$ cat src/rtl/exp_mem_engine.sv
// exp_mem_engine: Avalon-MM master that reads COUNT words from a source window,
// raises each to the power EXP (mod 2^DW) by square-and-multiply, and writes the
// results to a destination window. Configured through a small CSR slave.
module exp_mem_engine #(
   parameter int AW = 10,
   parameter int DW = 32
) (
   input  logic          clk,
   input  logic          reset_n,
   input  logic [2:0]    s_address,
   input  logic          s_write,
   input  logic          s_read,
   input  logic [31:0]   s_writedata,
   output logic [31:0]   s_readdata,
   output logic [AW-1:0] m_address,
   output logic          m_chipselect,
   output logic          m_write,
   output logic [3:0]    m_byteenable,
   output logic [DW-1:0] m_writedata,
   output logic          m_clken,
   input  logic [DW-1:0] m_readdata,
   output logic          irq
);

   typedef enum logic [2:0] {
      S_IDLE = 3'd0,
      S_RD   = 3'd1,
      S_CAP  = 3'd2,
      S_MUL  = 3'd3,
      S_WR   = 3'd4
   } state_t;

   state_t        state_q, state_d;

   // CSR state
   logic          ie_q;
   logic          done_q;
   logic [AW-1:0] src_q;
   logic [AW-1:0] dst_q;
   logic [AW:0]   cnt_q;
   logic [31:0]   exp_q;

   // Job datapath
   logic [AW:0]   idx_q;
   logic [DW-1:0] b_q;
   logic [DW-1:0] r_q;
   logic [31:0]   e_q;

   logic          busy;
   logic          ctrl_wr;
   logic          start_acc;
   logic          last_elem;
   logic          unused_ok;

   // Reads have no side effects, so the read strobe is not needed.
   assign unused_ok = s_read;

   assign busy      = (state_q != S_IDLE);
   assign ctrl_wr   = s_write && (s_address == 3'd0);
   assign start_acc = ctrl_wr && s_writedata[0] && !busy;
   assign last_elem = ((idx_q + (AW+1)'(1)) == cnt_q);

   assign m_byteenable = 4'hF;
   assign m_clken      = 1'b1;
   assign irq          = done_q & ie_q;

   // State register
   always_ff @(posedge clk) begin
      if (!reset_n) state_q <= S_IDLE;
      else          state_q <= state_d;
   end

   // Next-state logic: RD -> CAP -> MUL* -> WR per element
   always_comb begin
      state_d = state_q;
      case (state_q)
         S_IDLE: if (start_acc && (cnt_q != '0)) state_d = S_RD;
         S_RD:   state_d = S_CAP;
         S_CAP:  state_d = (exp_q != '0) ? S_MUL : S_WR;
         S_MUL:  state_d = ((e_q >> 1) != '0) ? S_MUL : S_WR;
         S_WR:   state_d = last_elem ? S_IDLE : S_RD;
         default: state_d = S_IDLE;
      endcase
   end

   // Bus outputs decoded from the current state; quiet outside RD/WR
   always_comb begin
      m_chipselect = 1'b0;
      m_write      = 1'b0;
      m_address    = '0;
      m_writedata  = '0;
      case (state_q)
         S_RD: begin
            m_chipselect = 1'b1;
            m_address    = src_q + idx_q[AW-1:0];
         end
         S_WR: begin
            m_chipselect = 1'b1;
            m_write      = 1'b1;
            m_address    = dst_q + idx_q[AW-1:0];
            m_writedata  = r_q;
         end
         default: ;
      endcase
   end

   // CSR updates and square-and-multiply datapath
   always_ff @(posedge clk) begin
      if (!reset_n) begin
         ie_q   <= 1'b0;
         done_q <= 1'b0;
         src_q  <= '0;
         dst_q  <= '0;
         cnt_q  <= '0;
         exp_q  <= '0;
         idx_q  <= '0;
         b_q    <= '0;
         r_q    <= '0;
         e_q    <= '0;
      end else begin
         if (ctrl_wr) ie_q <= s_writedata[2];
         // Job parameters are frozen while a job runs
         if (s_write && !busy) begin
            case (s_address)
               3'd1: src_q <= s_writedata[AW-1:0];
               3'd2: dst_q <= s_writedata[AW-1:0];
               3'd3: cnt_q <= s_writedata[AW:0];
               3'd4: exp_q <= s_writedata;
               default: ;
            endcase
         end
         if (start_acc) begin
            done_q <= (cnt_q == '0);
            idx_q  <= '0;
         end
         case (state_q)
            S_CAP: begin
               b_q <= m_readdata;
               r_q <= DW'(1);
               e_q <= exp_q;
            end
            S_MUL: begin
               if (e_q[0]) r_q <= r_q * b_q;
               b_q <= b_q * b_q;
               e_q <= e_q >> 1;
            end
            S_WR: begin
               idx_q <= idx_q + (AW+1)'(1);
               if (last_elem) done_q <= 1'b1;
            end
            default: ;
         endcase
      end
   end

   // Zero-latency CSR read mux
   always_comb begin
      s_readdata = '0;
      case (s_address)
         3'd0: s_readdata = {29'd0, ie_q, done_q, busy};
         3'd1: s_readdata = 32'(src_q);
         3'd2: s_readdata = 32'(dst_q);
         3'd3: s_readdata = 32'(cnt_q);
         3'd4: s_readdata = exp_q;
         default: s_readdata = '0;
      endcase
   end

endmodule
$ cat config.mk
export PLATFORM = sky130hd
export DESIGN_NAME = exp_mem_engine
export DESIGN_NICKNAME = d
export VERILOG_FILES = /design/src/rtl/exp_mem_engine.sv
export SDC_FILE = /design/constraint.sdc
export NUM_CORES = 2
export LEC_CHECK = 0
export ABC_AREA = 1
export BUFFER_PORTS_ARGS = -buffer_cell sky130_fd_sc_hd__clkbuf_2
export CAP_MARGIN = 20
export CORE_ASPECT_RATIO = 0.9
export CORE_MARGIN = 2
export CORE_UTILIZATION = 55
export DETAILED_ROUTE_END_ITERATION = 6
export PLACE_DENSITY = 0.78
export SLEW_MARGIN = 25
export SYNTH_ARGS = -nofsm -noshare
export SYNTH_HDL_FRONTEND = slang
export SYNTH_SLANG_ARGS = --single-unit
$ cat constraint.sdc
create_clock -name clk -period 6.2 [get_ports clk]
set_input_delay 0.93 -clock clk [delete_from_list [all_inputs] [get_ports clk]]
set_output_delay 0.93 -clock clk [all_outputs]
set_load 0.005 [all_outputs]
# After elaboration in Yosys (flattened, before gate mapping)
# Index checks and enable logic that the tools add are counted.
# W data, S select, Z words.
[word_totals] output_inout_bits=82 ff_bits=175 wordCells=68 input_bits=71
[op_classes] bitwise=1 n_addsub=3 mux=19 n_mul=2 n_reduce_logical=21 n_eq_ne=11
[ops] op="$pmux W32 S2" n=3
[ops] op="$pmux W32 S5" n=1
[ops] op="$mul A32 B32 Y32" n=2
[ops] op="$mux W32" n=2
[ops] op="$reduce_bool A32 Y1" n=2
[ops] op="$mux W11" n=2
[ops] op="$add A10 B10 Y10" n=2
[ops] op="$pmux W10 S2" n=1
[ops] op="$pmux W3 S5" n=1
[ops] op="$eq A3 B2 Y1 const B" n=4
[ops] op="$add A11 B1 Y11 const B" n=1
[ops] op="$eq A11 B11 Y1" n=1
[ops] op="$logic_not A11 Y1" n=1
[ops] op="$reduce_bool A11 Y1" n=1
[ops] op="$reduce_and A2 Y1" n=5
[ops] op="$mux W3" n=3
[ops] op="$eq A3 B1 Y1 const B" n=2
[ops] op="$eq A3 B3 Y1 const B" n=2
[ops] op="$logic_not A3 Y1" n=2
[ops] op="$mux W1" n=6
[ops] op="$logic_and A1 B1 Y1" n=5
[ops] op="$ne A2 B2 Y1 const B" n=2
[ops] op="$reduce_bool A2 Y1" n=2
[ops] op="$reduce_bool A3 Y1" n=1
[ops] op="other kinds (3)" n=3

# Depth between registers and ports, before layout
[depth] word_depth=7 depth_mapped=39 ltp_nobuf=37

# Least setup slack after synthesis
# No wires, ideal clock.
[synth_timing] path_type="register to register" startpoint="reg b_q[2]" endpoint="reg b_q[23]" arrival_ns=6.659 required_time_ns=6.068 period_less_slack_ns=6.791 n_path_buf=3 setup_slack_ns=-0.591 path_stages_with_launch=27 setup_time_ns=0.132 path_cell_list="dfxtp_1 -> buf_2 -> buf_1 -> buf_1 -> nand2_1 -> fa_1 -> inv_1 -> fa_1 -> inv_1 -> fa_1 -> fa_1 -> inv_1 -> fa_1 -> inv_1 -> fa_1 -> inv_1 -> fa_1 -> fa_1 -> ha_1 -> a21oi_1 -> o21a_1 -> o21ai_0 -> a21oi_1 -> o21ai_0 -> or2_1 -> nand3_1 -> a31oi_1"
[synth_between] elab_chain_len=2
[synth_lines] element="start: declaration" line_no="45" source="logic [DW-1:0] b_q;"
[synth_lines] element="start signal: assignment" line_no="138" source="b_q <= m_readdata;"
[synth_lines] element="start signal: assignment" line_no="144" source="b_q <= b_q * b_q;"
[synth_lines] element="$mul A32 B32 Y32" line_no="144"
[synth_lines] element="$pmux W32 S2" line_no="136" source="case (state_q)"
# No other way between the ends.
# A chain may end at the register's enable or synchronous reset.

# Worst setup path after layout
[layout_timing] startpoint="reg b_q[7]" endpoint="reg r_q[20]"
[layout_between] elab_chain_len=3
[layout_lines] element="$mul A32 B32 Y32" line_no="143" source="if (e_q[0]) r_q <= r_q * b_q;"
[layout_lines] element="$mux W32" line_no="143"
[layout_lines] element="$pmux W32 S2" line_no="136"
[layout_lines] element="end signal: assignment" line_no="143"
[layout_lines] element="end: declaration" line_no="46" source="logic [DW-1:0] r_q;"
# No other way between the ends. The select of a mux whose other input is x is not followed.

==> flow_summary.ini <==
[status]
status = finished with violations
failed_checks = negative setup slack

[routing]
via_per_inst = 5.328
drt_iter0_markers = 3550
vias = 35785
totalWireLength_mm = 123.0
drt_pre_antenna_iters = 6
ant_nets = 0
wl_per_cell_um = 18.31
drcViolationCount = 0

[global_route]
grt-ovfl-total = 0
grt_use_total_pct = 33.58
grt_antenna_before_repair = 5
met1_usage_pct = 45.17
grtUsageMet3_pct = 7.058
grt_max_degree = 102
top_usage_layer = met2
grtUsageMet2_pct = 53.09
grt_pass1_wl_mm = 193.2
grt_pass1_vias = 36338

[final_layout]
seq_area_um2 = 3568
final_cell_area_um2 = 47660
layout.nets = 6863
areaGrowthSynthToFinish_pct = 20.93
drive_above_1_share_pct = 19.00
multi_input_area_um2 = 30480
diodes = 0
fillers = 5422

[power]
worst_ir_drop_vdd_mv = 0.2482
power.density_nw_per_um2 = 67.97
finalPower_w = 0.003240
p_leak_nw = 27.97

[floorplan]
die_h_um = 258.0
die_w_um = 286.2
boundaryPins = 153
rows = 93
initial_utilization_pct = 55.35
dieArea_um2 = 73820
core_area_um2 = 71210

[sta]
layout_min_cycle_time_ns = 6.656
setup_violations = 33
postLayoutSetupSlackWorst_ns = -0.4558
rsz0062_at_grt = true
max_freq_ghz = 0.1502
min_period_over_period_pct = 107.4
setup-tns-final_ns = -9.103
slew_viol_final = 0
worst_pin_slew_ns = 1.069
slew_headroom_pct = 28.59
fin_skew_ns = 0.03552
finalHoldViolCount = 0

[worst_setup_path]
reg2reg_from = b_q[7]
critPathKind = reg2reg
crit_fanout = 5
cp-startpoint = b_q[7]
cp.required_ns = 6.58
end_kind = register
cp.arrival_ns = 7.04
startpoint_type = register

[synthesis]
synth.distinct_cells = 55
synth.top_cells.by_count = inv_1, nand2_1, fa_1, ha_1, a21oi_1
synth_edf_count = 0
syn_area_um2 = 39410
synth-seq-area-share_pct = 8.889
synth.most_common_cell = inv_1
ys_top_cells_by_area = fa_1, inv_1, nand2_1
ys_seq_elements = 175
avgSynthCellArea_um2 = 7.456
yosys_warnings = 0
postSynthCellCount = 5286
yosysTopAreaCell = fa_1
yosys.area.top_type_share_pct = 39.26
synth_ff_type = dfxtp_1
async_flop_share_pct = 0

[placed_design]
placed_area_um2 = 44930
dp_hpwl_mm = 95.01
numPortBuffers = 146
gp_congestion = 0.9598

[cts]
cts_buffers = 17
root_buffer = clkbuf_16
cts.sinks = 175
clk_path_buf_depth = 2
h-tree-depth = 4
worstSkewPairLatency_ns = 0.52
path_clk_slew_ns = 0.10
tritoncts = built

[worst_hold_path]
min_from = dst_q[1]
hold_class = reg2reg

[flow_run]
maxCapViolCount = 0
[through the flow]
stage               setup slack [ns]  hold WS (ns)  util (%)  cells
floorplan                   -0.02945        0.4390         -   5290
global placement             -0.6177        0.4579     63.09   6625
detailed placement           -0.6477        0.4668     63.09   6625
CTS                          -0.3731        0.4771     65.67   6694
global route                 -0.6722        0.5106     66.93   6717
finish                       -0.4558        0.4798     66.93   6717
[final timing paths]
kind / to / cells past startpoint / slack, ns
min: dst_q[1] / 2 / 0.48
min reg2reg: dst_q[1] / 2 / 0.48
max: r_q[20] / 26 / -0.46
max reg2reg: r_q[20] / 26 / -0.46
[sequential cells by signal (all words and copies together) (netlist names)]
signal   flops
e_q         32
idx_q       11
cnt_q       11
r_q         32
exp_q       32
state_q      3
ie_q         1
dst_q       10
src_q       10
done_q       1
b_q         32
[per-layer routing]
layer	share of wire, %	up-vias
met5	0.039	-
li1	-	16209
met4	5.0	8
met1	39	17284
met3	11	377
met2	45	1907
[cell type report]
type	count	area share, %
inverters	1550	12.22
multi-input cells	3319	63.96
clock buffers	17	0.8926
clock inverters	15	0.4069
flip-flops and latches	175	7.487
well taps	950	2.494
repair buffers	691	12.54
[power breakdown]
part | total [W] | switching (W) | internal, W | leakage (nW)
clock network | 0.00120 | 0.000612 | 0.000583 | 0.302
registers | 0.00120 | 0.0000418 | 0.00116 | 1.43
logic | 0.000847 | 0.000530 | 0.000317 | 26.2
[cell families after synthesis]
group / Yosys count / share of synthesized area [%]
xor+xnor: 65 / 1.483
other cells: 1 / 0.009514
buf+inv: 1796 / 17.39
flops: 175 / 8.889
compound gates: 473 / 6.866
simple gates: 1737 / 17.67
mux: 1 / 0.02540
fa+ha+maj: 1038 / 47.67
[critical path, cell delays in order (launching register included)]
cell and delay (ns):
dfxtp_4 0.39, buf_8 0.16, nand2_2 0.07, inv_2 0.04, fa_2 0.57, fa_2 0.43, fa_1 0.50, inv_2 0.04
fa_1 0.54, inv_2 0.04, fa_1 0.48, inv_2 0.04, fa_1 0.52, inv_1 0.06, fa_1 0.50, fa_2 0.64
ha_4 0.23, nand4_1 0.15, inv_1 0.08, a21oi_2 0.17, nand3_2 0.16, buf_6 0.15, buf_4 0.12, buf_6 0.11
or2_4 0.22, nand3_2 0.06, a21oi_1 0.07
[repair_timing]
item,CTS,global route
pin swaps,70,104
buffers inserted,34,22
gates cloned,3,3
gates resized for setup,216,191
hold buffers,0,0
endpoints found under the setup margin,40,39
[layout by cell type, fill, tap and decap left out, drive strengths merged, types with 24 or more instances in the layout]
master	netlist	routed
dfxtp	175	175
o22ai	29	29
nor2	185	185
o21ai	152	152
fa	773	773
ha	265	265
or2	25	25
xnor2	24	24
inv	1545	1551
clkbuf	158	166
nand4	26	26
nand3	124	124
a21oi	188	188
buf	88	542
a31oi	27	27
nand2	1331	1331
xor2	41	41
No activity file was read; power rests on OpenSTA's default activity.
